--- config.mk ---
export PLATFORM = sky130hd
export DESIGN_NAME = set_event_cnt
export DESIGN_NICKNAME = d
export VERILOG_FILES = /design/src/rtl/set_event_cnt.sv
export SDC_FILE = /design/constraint.sdc
export NUM_CORES = 1
export LEC_CHECK = 0
export BUFFER_PORTS_ARGS = -buffer_cell sky130_fd_sc_hd__buf_2
export CAP_MARGIN = 20
export CORE_MARGIN = 2
export CORE_UTILIZATION = 40
export DETAILED_ROUTE_END_ITERATION = 12
export PLACE_DENSITY = 0.71
export SLEW_MARGIN = 15
export SYNTH_ARGS = -nofsm -noshare
export SYNTH_HDL_FRONTEND = slang
export SYNTH_SLANG_ARGS = --single-unit
--- constraint.sdc ---
create_clock -name clk_i -period 2.7 [get_ports clk_i]
set_clock_uncertainty 0.2 [all_clocks]
set_input_delay 0.405 -clock clk_i [delete_from_list [all_inputs] [get_ports clk_i]]
set_output_delay 0.405 -clock clk_i [all_outputs]
set_load 0.1 [all_outputs]
--- src/rtl/set_event_cnt.sv ---
// Loadable down-counter with zero flag; saturates at zero instead of wrapping.
module set_event_cnt #(
  parameter int unsigned CNT_WIDTH = 16
) (
  input  logic                 clk_i,
  input  logic                 rst_ni,
  input  logic                 load_i,
  input  logic [CNT_WIDTH-1:0] load_val_i,
  input  logic                 dec_i,
  output logic                 zero_o
);

  logic [CNT_WIDTH-1:0] cnt_q, cnt_d;

  always_comb begin
    cnt_d = cnt_q;
    if (load_i) begin
      cnt_d = load_val_i;
    end else if (dec_i && (cnt_q != '0)) begin
      cnt_d = cnt_q - CNT_WIDTH'(1);
    end
  end

  always_ff @(posedge clk_i or negedge rst_ni) begin
    if (!rst_ni) begin
      cnt_q <= '0;
    end else begin
      cnt_q <= cnt_d;
    end
  end

  assign zero_o = (cnt_q == '0);

endmodule

==> results of run 1 <==
## routing by layer
| layer | up-vias | GRT usage [%] | routed length [µm] |
|---|---|---|---|
| met2 | 20 | 31.3 | 1180 |
| met5 | - | 0 | 0 |
| met4 | 0 | 2.09 | 14 |
| met3 | 2 | 5.85 | 119 |
| met1 | 473 | 21.9 | 1120 |
| li1 | 517 | - | - |
## layout make-up
cell class / count / area [µm²]
sequential: 16 / 400
fill: 249 / 1240
multi-input combinational: 98 / 624
timing repair buffer: 25 / 155
clock buffer: 3 / 22.5
tap: 30 / 37.5
inverter: 5 / 18.8
## per-stage QoR
step / setup WS [ns] / total power [mW]
6_report: 0.160 / 0.536
5_1_grt: -0.0443 / 0.579
4_1_cts: 0.0580 / 0.543
3_5_place_dp: 0.308 / 0.414
3_3_place_gp: 0.374 / 0.408
2_1_floorplan: 0.166 / 0.370
## worst reg2reg max path, delay by kind of cell, from the launching register on
| kind | cells | cell delay [ns] |
|---|---|---|
| compound gates | 2 | 0.61 |
| flops | 1 | 0.46 |
| mux | 1 | 0.37 |
| simple gates | 1 | 0.73 |
## final timing paths
kind	from	to	slack, ns	depth (start not counted)
min in group asynchronous	rst_ni	cnt_q[12]	0.35	2
max in group asynchronous	rst_ni	cnt_q[0]	1.67	2
max	cnt_q[11]	zero_o	0.16	4
max reg2reg	cnt_q[7]	cnt_q[1]	0.27	4
min reg2reg	cnt_q[12]	cnt_q[12]	0.42	2
min	load_val_i[14]	cnt_q[14]	0.13	3
## cells by family after synthesis
kind of cell | Yosys count | synth area share (%)
xor gates and xnor gates | 1 | 0.824
muxes | 3 | 2.94
DFF | 16 | 37.6
buffers and inverters | 10 | 4.23
and+or+nand+nor | 62 | 33.6
AOI/OAI and AO/OA | 31 | 19.5
adders and majority gates | 1 | 1.18
## repair_timing
item	in CTS	in global routing
setup endpoints to repair	0	1
gates resized for setup	0	1
hold buffers	1	0
hold endpoints to repair	16	0
buffers inserted	0	1
## where the power goes
part / leakage [nW] / switching, mW / internal, mW
combinational: 0.322 / 0.0581 / 0.0552
sequential: 0.186 / 0.0350 / 0.264
clock: 0.0138 / 0.0728 / 0.0518
total: 0.522 / 0.166 / 0.371
## placed cells by master, fill, tap and decap left out, types with 2 or more instances in the layout
cell type / synthesis / final
nand4_1: 3 / 3
inv_1: 5 / 5
o21ai_1: 6 / 6
and2_1: 3 / 3
nand2_1: 13 / 13
nor2b_1: 3 / 3
nor3_1: 4 / 4
a21oi_1: 7 / 7
clkbuf_4: 0 / 3
nand4b_1: 3 / 3
o41ai_1: 2 / 2
nor4_1: 3 / 3
o21ai_0: 4 / 4
nor2_1: 13 / 13
dfrtp_1: 16 / 16
or3_1: 3 / 3
mux2i_1: 2 / 2
o31ai_1: 2 / 2
or4_1: 5 / 5
buf_4: 0 / 4
a31oi_1: 6 / 6
buf_2: 0 / 19
nand3_1: 2 / 2
==> out/results.ini, run 1 <==
[status]
status = finished, final reports clean

[synth]
synth_most_common_cell = dfrtp_1
ys_seq_area_share_pct = 37.6
yosys_register_bits = 16
avgSynthCellArea_um2 = 8.58
synth_area_um2 = 1060
synth_cell_types = 35
synth_ff_type = dfrtp_1
synth_top_area_share_pct = 37.6
synth_nets = 145
synth-edff-count = 0
synthCells = 124
synth.area.top_cells = dfrtp_1 38%, nand2_1 4.6%, nor2_1 4.6%
synth_warnings = 0
netlist_top_cells_count = 16 x dfrtp_1, 13 x nand2_1, 13 x nor2_1
yosysTopAreaCell = dfrtp_1
async_flop_share_pct = 100

[setup_path]
start_kind = register
cpLargestDelayFamily = simple AND/OR/NAND/NOR gates
max_stage_delay_ns = 0.49
required_ns = 2.10
critPathBufInv = 2
crit_slowest_cell = nor4_1
crit_arrival_ns = 1.93
endpoint_kind = output port
crit_chain = nor4_1 > nand4_1 > inv_1 > buf_12
worstPathMaxFanout = 8
crit_type = reg -> out

[final_layout]
diodes = 0
top_regs = cnt_q: 16 flops
area_delta_synth_final_pct = 18.4
largest_register = cnt_q
layout.nets = 170
fin_area_um2 = 1260
drive_gt1_share_pct = 22.4
largest_reg_flops = 16
final_util_pct = 50.4
instances_no_fill = 177

[placement]
globalplace.congestion = 0.799
portBuffers = 20
place_inst = 172
dpl_cell_area_um2 = 1210
hpwlAfterDp_um = 1830

[floorplanning]
die_h_um = 55.6
initial_core_util_pct = 42.5
dieWidth_um = 55.6
io_pins = 21
die_area_um2 = 3090
core-area_um2 = 2500
rows = 18

[sta]
hold_viol = 0
fmaxAchievable_ghz = 0.394
fin_crit_sh_pct = 94.1
totalNegativeSetupSlack_ns = 0
maxSlewViolCount = 0
hold_slack_ns = 0.126
tightest_slew_ns = 0.485
min_period_ns = 2.54
setup_viol = 0
slew_headroom_pct = 67.4

[grt]
gr-usage-all-layers_pct = 17.9
grt_max_degree = 19
grt_pass1_vias = 998
grt_pass1_wl_um = 4490
grt.overflow.total = 0
antenna_found_initial = 0

[clock_tree]
clock_path_buffers = 2
cts_tree = done
cts-root-buf = clkbuf_4
ctsHtreeMaxLevel = 1
numClockSinks = 16
cts_inserted_buffers = 3
insertion_delay_ns = 0.29
clk_pin_slew_ns = 0.10

[routing]
drt_wl_total_um = 2430
drt_pass1_iterations = 4
drt-initial-drc-count = 29
viasPerCell = 5.72
drc_errors = 0
vias = 1012
wl_per_cell_um = 13.8
ant_nets = 0

[power_and_ir_drop]
p_leak_nw = 0.522
ir_worst_vdd_mv = 0.247
power_density_nw_per_um2 = 426

[min_path]
worstHoldPathType = in -> reg

[job]
maxCapViolations = 0

(Power assumes the default switching activity.)
==> run 2, diff against run 1 <==
- BUFFER_PORTS_ARGS: -buffer_cell sky130_fd_sc_hd__buf_2 -> default
- DONT_BUFFER_PORTS: default -> 1
- PLACE_DENSITY: 0.71 -> 0.64
- RECOVER_POWER: default -> 25
==> run 2 against run 1 <==
Compared with the run above: first-iteration DRC count down 3.4%; fmax is 0.30% higher; wire length down 0.21%.
==> out/results.ini, run 2 (synthesized netlist as in run 1, its figures left out) <==
[status]
status = finished, final reports clean

[sta]
fmaxAchievable_ghz = 0.395
min_period_ns = 2.53
maxSlewViolCount = 0
hold_viol = 0
rsz0062_at_grt = no
slew_headroom_pct = 50.2
fin_crit_sh_pct = 93.8
setup_viol = 0
totalNegativeSetupSlack_ns = 0
tightest_slew_ns = 0.745

[min_path]
hold_start = load_i
hold_end = cnt_q[13]
hold_depth = 1
worstHoldPathType = in -> reg

[grt]
grt.overflow.total = 0
grt_pass1_wl_um = 4170
grt_pass1_vias = 926
antenna_found_initial = 0
grt_max_degree = 17
gr-usage-all-layers_pct = 17.0

[routing]
drt-initial-drc-count = 28
ant_nets = 0
wl_per_cell_um = 15.4
drt_pass1_iterations = 4
drc_errors = 0
viasPerCell = 6.13
drt_wl_total_um = 2430
vias = 969

[power_and_ir_drop]
power_density_nw_per_um2 = 449
p_leak_nw = 0.444
ir_worst_vdd_mv = 0.283

[setup_path]
crit_type = reg -> out
crit_arrival_ns = 1.93
r2r_slack_ns = 0.25
endpoint_kind = output port
max_stage_delay_ns = 0.60
r2r_cells = 6
crit_slowest_cell = nor4_2
start_kind = register
worstPathMaxFanout = 8
crit_chain = nor4_2 > nand4_1 > inv_1 > buf_12
r2r_end = cnt_q[1]
reg2reg_from = cnt_q[0]
required_ns = 2.10

[clock_tree]
ctsHtreeMaxLevel = 1
numClockSinks = 16
cts_tree = done
post_cts_buffers = 0
clk_pin_slew_ns = 0.09
insertion_delay_ns = 0.29
cts_inserted_buffers = 3
clock_path_buffers = 2
cts-root-buf = clkbuf_4

[final_layout]
top_regs = cnt_q: 16 flops
multiInputGateArea_um2 = 618
diodes = 0
largest_register = cnt_q
final_util_pct = 46.5
drive_gt1_share_pct = 8.59
fill_cells = 249
final_common_cell = dfrtp_1
layout.nets = 151
largest_reg_flops = 16
ff_latch_area_um2 = 400
area_delta_synth_final_pct = 9.29
mostFrequentLayoutCells = 16 x dfrtp_1, 13 x nand2_1, 13 x nor2_1, 7 x a21oi_1

[job]
maxCapViolations = 0

[placement]
hpwlAfterDp_um = 1830
portBuffers = 0
globalplace.congestion = 0.772

[floorplanning]
rows = 18
io_pins = 21
die_area_um2 = 3090
die_h_um = 55.6
initial_core_util_pct = 42.5
core-area_um2 = 2500
dieWidth_um = 55.6

-- run 2: changes by cell type in the layout (fill, tap and decap cells not counted) --
cell and change:
nor4b_1 +1, buf_2 -19, buf_4 -2, dlygate4sd3_1 +2
nor4b_2 -1
-- run 2: power by group --
group,internal [mW],switching [mW]
Combinational,0.0449,0.0509
Sequential,0.264,0.0341
Clock,0.0520,0.0763
Total,0.360,0.161
-- run 2: cell type report --
cell class	count	area share [%]
multi-input cells	98	53.2
flip-flops and latches	16	34.4
repair buffers	6	5.60
well taps	30	3.23
clock buffers	3	1.94
inverters	5	1.61
-- run 2: what timing repair did --
item	4_1_cts	5_1_grt
hold buffers	3	0
hold endpoints to repair	21	0
gates resized for setup	0	0
-- run 2: per-stage QoR --
stage               hold WS, ns  cell area (µm²)  cells  setup WS [ns]  total power [mW]
detailed placement      -0.0900             1110    152          0.269             0.390
finish                  0.00896             1160    158          0.168             0.522
floorplan               -0.0906             1060    124          0.166             0.370
global route             0.0133             1160    158         0.0237             0.556
CTS                     0.00474             1160    158          0.139             0.531
global placement        -0.0901             1110    152          0.368             0.385
-- run 2: per-layer routing --
metal / track usage, % / vias up / share of wire [%]
li1: - / 482 / -
met5: 0 / - / 0
met1: 21.5 / 456 / 44
met4: 9.41 / 0 / 2.8
met3: 3.51 / 7 / 5.1
met2: 27.0 / 24 / 48
-- run 2: worst max-delay path: cells and delay by family (launching register included) --
family / cells / cell delay, ns
DFF: 1 / 0.46
and+or+nand+nor: 2 / 0.82
buffers and inverters: 2 / 0.34
-- run 2: how the worst max path moves through the flow --
stage	from	endpoint	slack (ns)	depth (start not counted)
final	cnt_q[7]	zero_o	0.17	4
after CTS	cnt_q[7]	zero_o	0.14	4
after detailed placement	cnt_q[0]	cnt_q[1]	0.27	6
after global placement	cnt_q[7]	cnt_q[1]	0.37	4
after global routing	cnt_q[7]	zero_o	0.02	4
after floorplan	cnt_q[0]	zero_o	0.17	5
